**src/rtl/mole_round_ctrl.sv**
```systemverilog
`default_nettype none
// +--------------------------------------------------------------------------+
// | Module   : mole_round_ctrl                                               |
// | Purpose  : Round controller for the whack-a-mole game. Restarts the      |
// |            downstream interval_counter at the start of every show and    |
// |            gap window and consumes its timeout pulse. It picks a         |
// |            pseudo-random mole from an 8-bit LFSR, judges button presses  |
// |            and keeps score / miss / round counts.                        |
// | Ports    : clk, rst_n (sync, active-low)                                 |
// |            start        - one-cycle pulse, begins a game (IDLE/DONE)     |
// |            btn          - one-cycle-per-press button pulses              |
// |            timeout      - one-cycle pulse from interval_counter          |
// |            ctr_rst_n    - counter reset, low one cycle per window start  |
// |            ctr_interval - window length in seconds, registered          |
// |            ctr_dir      - tied to 0 (counter counts down)                |
// |            mole_oh      - one-hot lit mole, non-zero only in SHOW        |
// |            score/misses - saturating 8-bit hit / miss counters          |
// |            round        - completed rounds                               |
// |            busy / done  - game in progress / game finished              |
// | Options  : MOLE_SPEEDUP_EN - show window shrinks by one second per four  |
// |            hits, never below one second.                                 |
// | Revision : 1.0 - initial release                                         |
// +--------------------------------------------------------------------------+
module mole_round_ctrl #(
  parameter int         N_MOLES = 4,
  parameter int         ROUNDS  = 16,
  parameter int         SHOW_S  = 3,
  parameter int         GAP_S   = 1,
  parameter logic [7:0] SEED    = 8'hA5
) (
  input  logic               clk,
  input  logic               rst_n,
  input  logic               start,
  input  logic [N_MOLES-1:0] btn,
  input  logic               timeout,
  output logic               ctr_rst_n,
  output logic [2:0]         ctr_interval,
  output logic               ctr_dir,
  output logic [N_MOLES-1:0] mole_oh,
  output logic [7:0]         score,
  output logic [7:0]         misses,
  output logic [4:0]         round,
  output logic               busy,
  output logic               done
);

  localparam int         MW        = $clog2(N_MOLES);
  localparam logic [2:0] SHOW_LEN  = 3'(SHOW_S);
  localparam logic [2:0] GAP_LEN   = 3'(GAP_S);
  localparam logic [4:0] ROUNDS_C  = 5'(ROUNDS);

  localparam logic [2:0] S_IDLE     = 3'd0;
  localparam logic [2:0] S_ARM_SHOW = 3'd1;
  localparam logic [2:0] S_SHOW     = 3'd2;
  localparam logic [2:0] S_RESULT   = 3'd3;
  localparam logic [2:0] S_ARM_GAP  = 3'd4;
  localparam logic [2:0] S_GAP      = 3'd5;
  localparam logic [2:0] S_DONE     = 3'd6;

  logic [2:0]         state;
  logic [2:0]         state_next;

  logic [7:0]         lfsr;
  logic               lfsr_fb;

  logic [MW-1:0]      mole_idx;
  logic               prev_valid;
  logic [MW-1:0]      cand;
  logic [MW-1:0]      pick;
  logic [N_MOLES-1:0] mole_dec;

  logic               hit;
  logic               wrong;
  logic               decide;
  logic               was_hit;

  logic [4:0]         round_inc;
  logic [2:0]         show_len;

  // ---------------------------------------------------------------------
  // Show-window length for the current score.
  // ---------------------------------------------------------------------
`ifdef MOLE_SPEEDUP_EN
  localparam logic [7:0] SHOW_BASE  = 8'(SHOW_S);
  // Length used for the first round of a game, where the score is zero.
  localparam logic [2:0] SHOW_FIRST = (SHOW_S == 0) ? 3'd1 : SHOW_LEN;
  logic [7:0] speed_dec;

  assign speed_dec = {2'b00, score[7:2]};
  assign show_len  = (speed_dec >= SHOW_BASE) ? 3'd1 : 3'(SHOW_BASE - speed_dec);
`else
  localparam logic [2:0] SHOW_FIRST = SHOW_LEN;

  assign show_len = SHOW_LEN;
`endif

  // ---------------------------------------------------------------------
  // LFSR x^8+x^6+x^5+x^4+1, Fibonacci form, shifting towards the MSB.
  // ---------------------------------------------------------------------
  assign lfsr_fb = lfsr[7] ^ lfsr[5] ^ lfsr[4] ^ lfsr[3];

  always_ff @(posedge clk) begin
    if (!rst_n) begin
      lfsr <= SEED;
    end else begin
      lfsr <= {lfsr[6:0], lfsr_fb};
    end
  end

  // ---------------------------------------------------------------------
  // Mole selection. The first round of a game has no previous mole, so
  // its candidate is taken as-is; later rounds never repeat the last mole.
  // Index wrap is free because N_MOLES is a power of two.
  // ---------------------------------------------------------------------
  assign cand = lfsr[MW-1:0];
  assign pick = (prev_valid && (cand == mole_idx)) ? cand + 1'b1 : cand;

  always_comb begin
    mole_dec           = '0;
    mole_dec[mole_idx] = 1'b1;
  end

  // Press judgement; a correct press wins over a coincident timeout.
  assign hit       = (btn == mole_dec);
  assign wrong     = (btn != '0) && !hit;
  assign decide    = hit || wrong || timeout;
  assign round_inc = round + 5'd1;

  // ---------------------------------------------------------------------
  // FSM: state register
  // ---------------------------------------------------------------------
  always_ff @(posedge clk) begin
    if (!rst_n) begin
      state <= S_IDLE;
    end else begin
      state <= state_next;
    end
  end

  // ---------------------------------------------------------------------
  // FSM: next-state logic
  // ---------------------------------------------------------------------
  always_comb begin
    state_next = state;
    case (state)
      S_IDLE, S_DONE: if (start) state_next = S_ARM_SHOW;
      S_ARM_SHOW:     state_next = S_SHOW;
      S_SHOW:         if (decide) state_next = S_RESULT;
      S_RESULT:       state_next = (round_inc == ROUNDS_C) ? S_DONE : S_ARM_GAP;
      S_ARM_GAP:      state_next = S_GAP;
      S_GAP:          if (timeout) state_next = S_ARM_SHOW;
      default:        state_next = S_IDLE;
    endcase
  end

  // ---------------------------------------------------------------------
  // FSM: outputs. ctr_rst_n also follows rst_n so the counter stays held
  // while this block is itself in reset.
  // ---------------------------------------------------------------------
  always_comb begin
    ctr_rst_n = rst_n;
    mole_oh   = '0;
    busy      = 1'b1;
    done      = 1'b0;
    case (state)
      S_IDLE:     busy = 1'b0;
      S_DONE: begin
        busy = 1'b0;
        done = 1'b1;
      end
      S_ARM_SHOW: ctr_rst_n = 1'b0;
      S_ARM_GAP:  ctr_rst_n = 1'b0;
      S_SHOW:     mole_oh   = mole_dec;
      default:    ;
    endcase
  end

  assign ctr_dir = 1'b0;

  // ---------------------------------------------------------------------
  // Datapath: counters, mole register and window length. ctr_interval is
  // loaded on the edge that enters an ARM state so it is already valid
  // while the counter is being restarted, and it holds for the window.
  // ---------------------------------------------------------------------
  always_ff @(posedge clk) begin
    if (!rst_n) begin
      score        <= 8'd0;
      misses       <= 8'd0;
      round        <= 5'd0;
      mole_idx     <= '0;
      prev_valid   <= 1'b0;
      was_hit      <= 1'b0;
      ctr_interval <= SHOW_LEN;
    end else begin
      case (state)
        S_IDLE, S_DONE: begin
          if (start) begin
            score        <= 8'd0;
            misses       <= 8'd0;
            round        <= 5'd0;
            prev_valid   <= 1'b0;
            ctr_interval <= SHOW_FIRST;
          end
        end
        S_ARM_SHOW: begin
          mole_idx   <= pick;
          prev_valid <= 1'b1;
        end
        S_SHOW: begin
          if (decide) was_hit <= hit;
        end
        S_RESULT: begin
          if (was_hit) begin
            if (score != 8'hFF) score <= score + 8'd1;
          end else begin
            if (misses != 8'hFF) misses <= misses + 8'd1;
          end
          round <= round_inc;
          if (round_inc != ROUNDS_C) ctr_interval <= GAP_LEN;
        end
        S_GAP: begin
          if (timeout) ctr_interval <= show_len;
        end
        default: ;
      endcase
    end
  end

endmodule
`default_nettype wire

```
**config.mk**
```make
export PLATFORM = sky130hd
export DESIGN_NAME = mole_round_ctrl
export DESIGN_NICKNAME = d
export VERILOG_FILES = /design/src/rtl/mole_round_ctrl.sv
export SDC_FILE = /design/constraint.sdc
export NUM_CORES = 1
export LEC_CHECK = 0
export CAP_MARGIN = 20
export CORE_UTILIZATION = 51
export DETAILED_ROUTE_END_ITERATION = 7
export GPL_TIMING_DRIVEN = 0
export PLACE_DENSITY = 0.82
export SYNTH_ARGS = -nofsm -noshare
export SYNTH_HDL_FRONTEND = slang
export SYNTH_SLANG_ARGS = --single-unit
```
**constraint.sdc**
```tcl
create_clock -name clk -period 2.35 [get_ports clk]
set_clock_uncertainty 0.1 [all_clocks]
set_input_delay 0.3525 -clock clk [delete_from_list [all_inputs] [get_ports clk]]
set_output_delay 0.3525 -clock clk [all_outputs]
set_load 0.05 [all_outputs]
```
### Yosys cells after proc, flatten, opt, wreduce, memory -nomap -nowiden

Cells that the tools add are included.
Widths: inputs -> output; s select.

| storage, ports and cells | value |
|---|---|
| bits in registers | 39 |
| input bits | 8 |
| logic and storage cells | 85 |

| cells by class | value |
|---|---|
| add/subtract/negate cells | 4 |
| order comparisons | 2 |
| equality and inequality tests | 20 |
| multiplexer cells | 27 |
| bitwise logic cells | 3 |
| reductions and logical operators | 20 |

Operator list:

| kind | count |
|---|---|
| $mux 8 | 5 |
| $pmux 8 s2 | 2 |
| $mux 3 | 6 |
| $pmux 3 s6 | 1 |
| $add 8x1->8 const B | 2 |
| $ne 8x8->1 const B | 2 |
| $ne 2x2->1 const B | 7 |
| $reduce_and 4->1 | 3 |
| $pmux 5 s2 | 1 |
| $eq 3x3->1 const B | 3 |
| $pmux 3 s3 | 1 |
| $eq 3x2->1 const B | 2 |
| $reduce_and 2->1 | 3 |
| $add 5x1->5 const B | 1 |
| $eq 5x5->1 const B | 1 |
| $mux 1 | 5 |
| $mux 5 | 1 |
| $ne 5x5->1 const B | 1 |
| $eq 4x4->1 | 1 |
| $mux 2 | 2 |
| $mux 4 | 1 |
| $reduce_bool 2->1 | 2 |
| $reduce_bool 4->1 | 1 |
| $reduce_or 2->1 | 2 |
| 15 further kinds | 20 |

### Longest topological paths before layout

| logic depth | value |
|---|---|
| depth after elaboration | 11 |
| depth in mapped cells | 6 |

### Worst setup path before layout

OpenSTA, ideal clock, no wires.

| timing | value |
|---|---|
| path type | register to output |
| start point | register state[0] |
| end point | output port mole_oh[1] |
| arrival | 2421 ps |
| slack | -524 ps |
| cell stages (with the launch flop) | 4 |
| path buffers | 1 |
| cells stage by stage | dfxtp_1 clkbuf_1 nand2b_1 nor4b_1 |

| on the way | value |
|---|---|
| word-level cells in the longest chain between the ends | 2 |

Ends and longest elaborated chain:

| what | RTL line | source |
|---|---|---|
| start, declared | 60 | `logic [2:0] state;` |
| start signal, assigned | 136 | `state <= state_next;` |
| $eq 3x2->1 | 165 | `case (state)` |
| $mux 4 | 165 |  |
| end, declared | 39 | `output logic [N_MOLES-1:0] mole_oh,` |

No other way between the ends.

### Final worst setup path

| timing | value |
|---|---|
| start point | register state[0] |
| end point | output port mole_oh[2] |

The elaborated chain is that of the path after synthesis.

==> impl_results.md <==
* Setup slack after layout at 0.152 ns
* Worst Path Arrival at 1.75 ns
* Root cell of the clock tree: clkbuf_8
* Endpoint, Worst Hold: lfsr[7]$_SDFF_PN1_
* Detailed Place HPWL at between 3000 and 4000 um
* Post-synth top flop: dfxtp_1
* Nets at 299
* Post CTS Setup Buffer Count at 0
* Static Leak at 0.913 nW
* Crit-path max cell delay at roughly 0.37 ns
* Worst hold margin at between 0.2 and 0.3 ns
* Synth top area share at 0.362
* Post-synth EDFFs at 0
* FF+latch area at around 740 um^2
* Area contributors post-synth: dfxtp_1, a21oi_1, nand3_1, nand2_1, xnor2_1
* I/O Buffers at 35
* RSZ-0062 raised after global routing: false
* Max-slew violations at 0
* Synthesized flop and latch total at 37
* Post-synthesis cell area at 2050 um^2
* Vias in the first global route at 1676
* Util after Layout at 0.679
* Worst setup SP type: flip-flop
* Setup crit end kind: output pin
* Fin Setup TNS at 0 ns
* Status: complete, no violations
* Die height at around 65 um
* GRT Overall Usage at 0.235
* Starting DRT DRC Count at about 170
* Crit path max fanout at 10
* Max Fclk at between 400 and 500 MHz
* Clock Tree Buf Depth at 2
* Worst-margin pin slew at 0.681 ns
* Starting Density at 0.546
* Fill count at 320
* RD Place Congestion at around 0.83
* Die X at 65.3 um
* Hold buffer count at CTS at 0
* Clk slew on worst S/H paths at roughly 0.08 ns
* Final instance area at 2540 um^2
* DP Area at 2470 um^2
* Global-route wire length before repair at ~7700 um
* CTS Buf Count at 5
* HP Start: rst_n
* Layout cells sized above 1 at 0.0938
* Via count at 1922
* Worst Reg-to-Reg Cells at 6
* Dpl ws at -0.194 ns
* Routed Antenna Nets at 0
* Fin crit share at 0.935
* DR pass1 iterations at 4
* Antenna diode count at 0
* Clock Latency Late Sink at ~0.3 ns
* Worst Path Required at 1.90 ns
* Initial antenna violation count at 0
* Mapped Cells at 245
* CP max-delay cell: dfxtp_1
* CORE AREA at roughly 3700 um^2
* Post-DR vias/cell at 5.72
* Reg2Reg Setup Slack at roughly 0.3 ns
* DIE AREA at 4270 um^2
* Drt wl/cell at 13.3 um
* DRC at 0
* Hold Vio Cnt, Final at 0
* Hold Path Stages at 2
* Total of max-cap violations at 0
* Post-Route WL at 4480 um
* Final setup violation count at 0
* Crit Reg-Reg Startpoint: state[2]$_SDFFE_PN0P_
* Seq/Total Area, Yosys at 0.362
* Largest net degree at the start of global routing at 11
* R2R Path End: misses[6]$_SDFFE_PN0P_
* Ys async rst share at 0
* Total grt overflow at 0
* H-tree depth at 2
* Synth area leader: dfxtp_1
* Worst min path class: input pin to flip-flop
* Mean post-synth cell area at 8.35 um^2
* CTS tree: done
* Multi-input gate area at 1220 um^2
* Number of top-level pins at 40
* Yosys warning count at 0
* Post-synthesis cell type count at 49
* Peak VDD IR at 0.000483 V
* PwrDens at between 700 and 800 nW/um^2
* Worst slew margin at 0.544
* WS Path Type: flip-flop to output pin
* Final min period at 2.20 ns
* Crit-path cells: clkbuf_2 -> nand2b_1 -> nor2_2 -> nand2_1 -> nor2_1 -> buf_2
* Clock tree sinks at 37
* Site row count at 22
* Area Growth Syn to Fin at 24.3%
-- cells by family (layout without fill, tap and decap cells) --
| logic type | after synthesis | in the layout | synth area share |
|---|---|---|---|
| muxes | 2 | 2 | 0.00979 |
| buffers and inverters | 22 | 64 | 0.0532 |
| adders and majority gates | 4 | 4 | 0.0245 |
| AOI/OAI and AO/OA | 66 | 66 | 0.228 |
| xor gates and xnor gates | 12 | 12 | 0.0514 |
| other | 2 | 3 | 0.00367 |
| and+or+nand+nor | 100 | 100 | 0.268 |
| DFF | 37 | 37 | 0.362 |
-- metal layers --
layer	global-route usage	wire [um]	part of all wire	vias to the layer above
li1	-	-	-	986
met1	0.303	2130	0.47	884
met2	0.375	2060	0.46	45
met3	0.0573	232	0.052	7
met4	0.0897	66	0.015	0
met5	0	0	0	-
-- what timing repair did --
| action | 4_1_cts | 5_1_grt |
|---|---|---|
| pin swaps | 0 | 0 |
| setup endpoints to repair | 7 | 13 |
| gates resized for setup | 23 | 12 |
| hold endpoints to repair | 0 | 0 |
-- worst max-delay path, delay by kind of cell, from the launching register on --
kind                   cells  cell delay, ns
and+or+nand+nor            4            0.61
DFF                        1            0.37
buffers and inverters      2            0.47
-- state kept, by name (all words and copies together), names as in the netlist --
name          cells
mole_idx          2
lfsr              8
state             3
misses            8
score             8
prev_valid        1
was_hit           1
round             5
ctr_interval      1
-- worst max-delay path by stage --
stage	from	endpoint	slack, ns	cells after the start
2_1_floorplan	state[0]$_SDFFE_PN0P_	mole_oh[1]	0.15	3
3_3_place_gp	rst_n	ctr_rst_n	-0.21	5
3_5_place_dp	state[0]$_SDFFE_PN0P_	mole_oh[2]	-0.19	6
4_1_cts	state[0]$_SDFFE_PN0P_	mole_oh[0]	0.05	4
5_1_grt	state[0]$_SDFFE_PN0P_	mole_oh[2]	0.03	6
6_report	state[0]$_SDFFE_PN0P_	mole_oh[2]	0.15	6
-- metrics by stage --
step                total power, mW  instances
finish                         1.83        336
CTS                            1.84        337
detailed placement             1.42        329
floorplan                      1.25        246
global route                   1.94        336
global placement               1.41        329
-- area by class of cell --
cell class | count | share of cell area
buffer | 16 | 0.0354
clock buffer | 8 | 0.0315
inverter | 5 | 0.00738
multi-input combinational | 187 | 0.480
sequential | 37 | 0.291
tap | 48 | 0.0236
timing repair buffer | 35 | 0.131
-- placed cells by master (no fill, tap or decap), types with 4 or more instances in the layout --
cell / n
dfxtp_1: 37
clkdlybuf4s50_1: 27
a21oi_1: 22
nand2_1: 20
nand3_1: 16
nor2_1: 14
clkbuf_1: 11
nand2b_1: 9
o21ai_0: 9
xnor2_1: 8
inv_1: 5
o2111ai_1: 5
or3_1: 5
clkbuf_8: 5
clkbuf_2: 4
and3_1: 4
xor2_1: 4
and2_1: 4
a2111o_1: 4
ha_1: 4
-- synth_stat cells (all sizes together), types with 2 or more instances --
library cell   n
clkbuf        12
o2111ai        5
nand2         20
nor4           3
o21a           3
a2111o         4
o311ai         2
o211ai         2
a31oi          3
nand4          3
nor2b          3
and3           4
a21o           2
conb           2
nand3b         3
mux2i          2
xnor2          8
o21ai          9
and2           4
ha             4
buf            5
o41ai          3
nor3           3
dfxtp         37
inv            5
or3            5
xor2           4
nor2          15
a21oi         22
or4            3
a311oi         3
nand2b         9
o31ai          2
nand3         16
nand4b         2
-- report_power, final --
group          switching, mW  total (mW)  internal [mW]  leakage (nW)
combinational          0.433       0.675          0.243         0.572
sequential            0.0479       0.721          0.673         0.302
clock                  0.222       0.433          0.211        0.0395
Note: power is estimated with default switching activity, not from simulation.
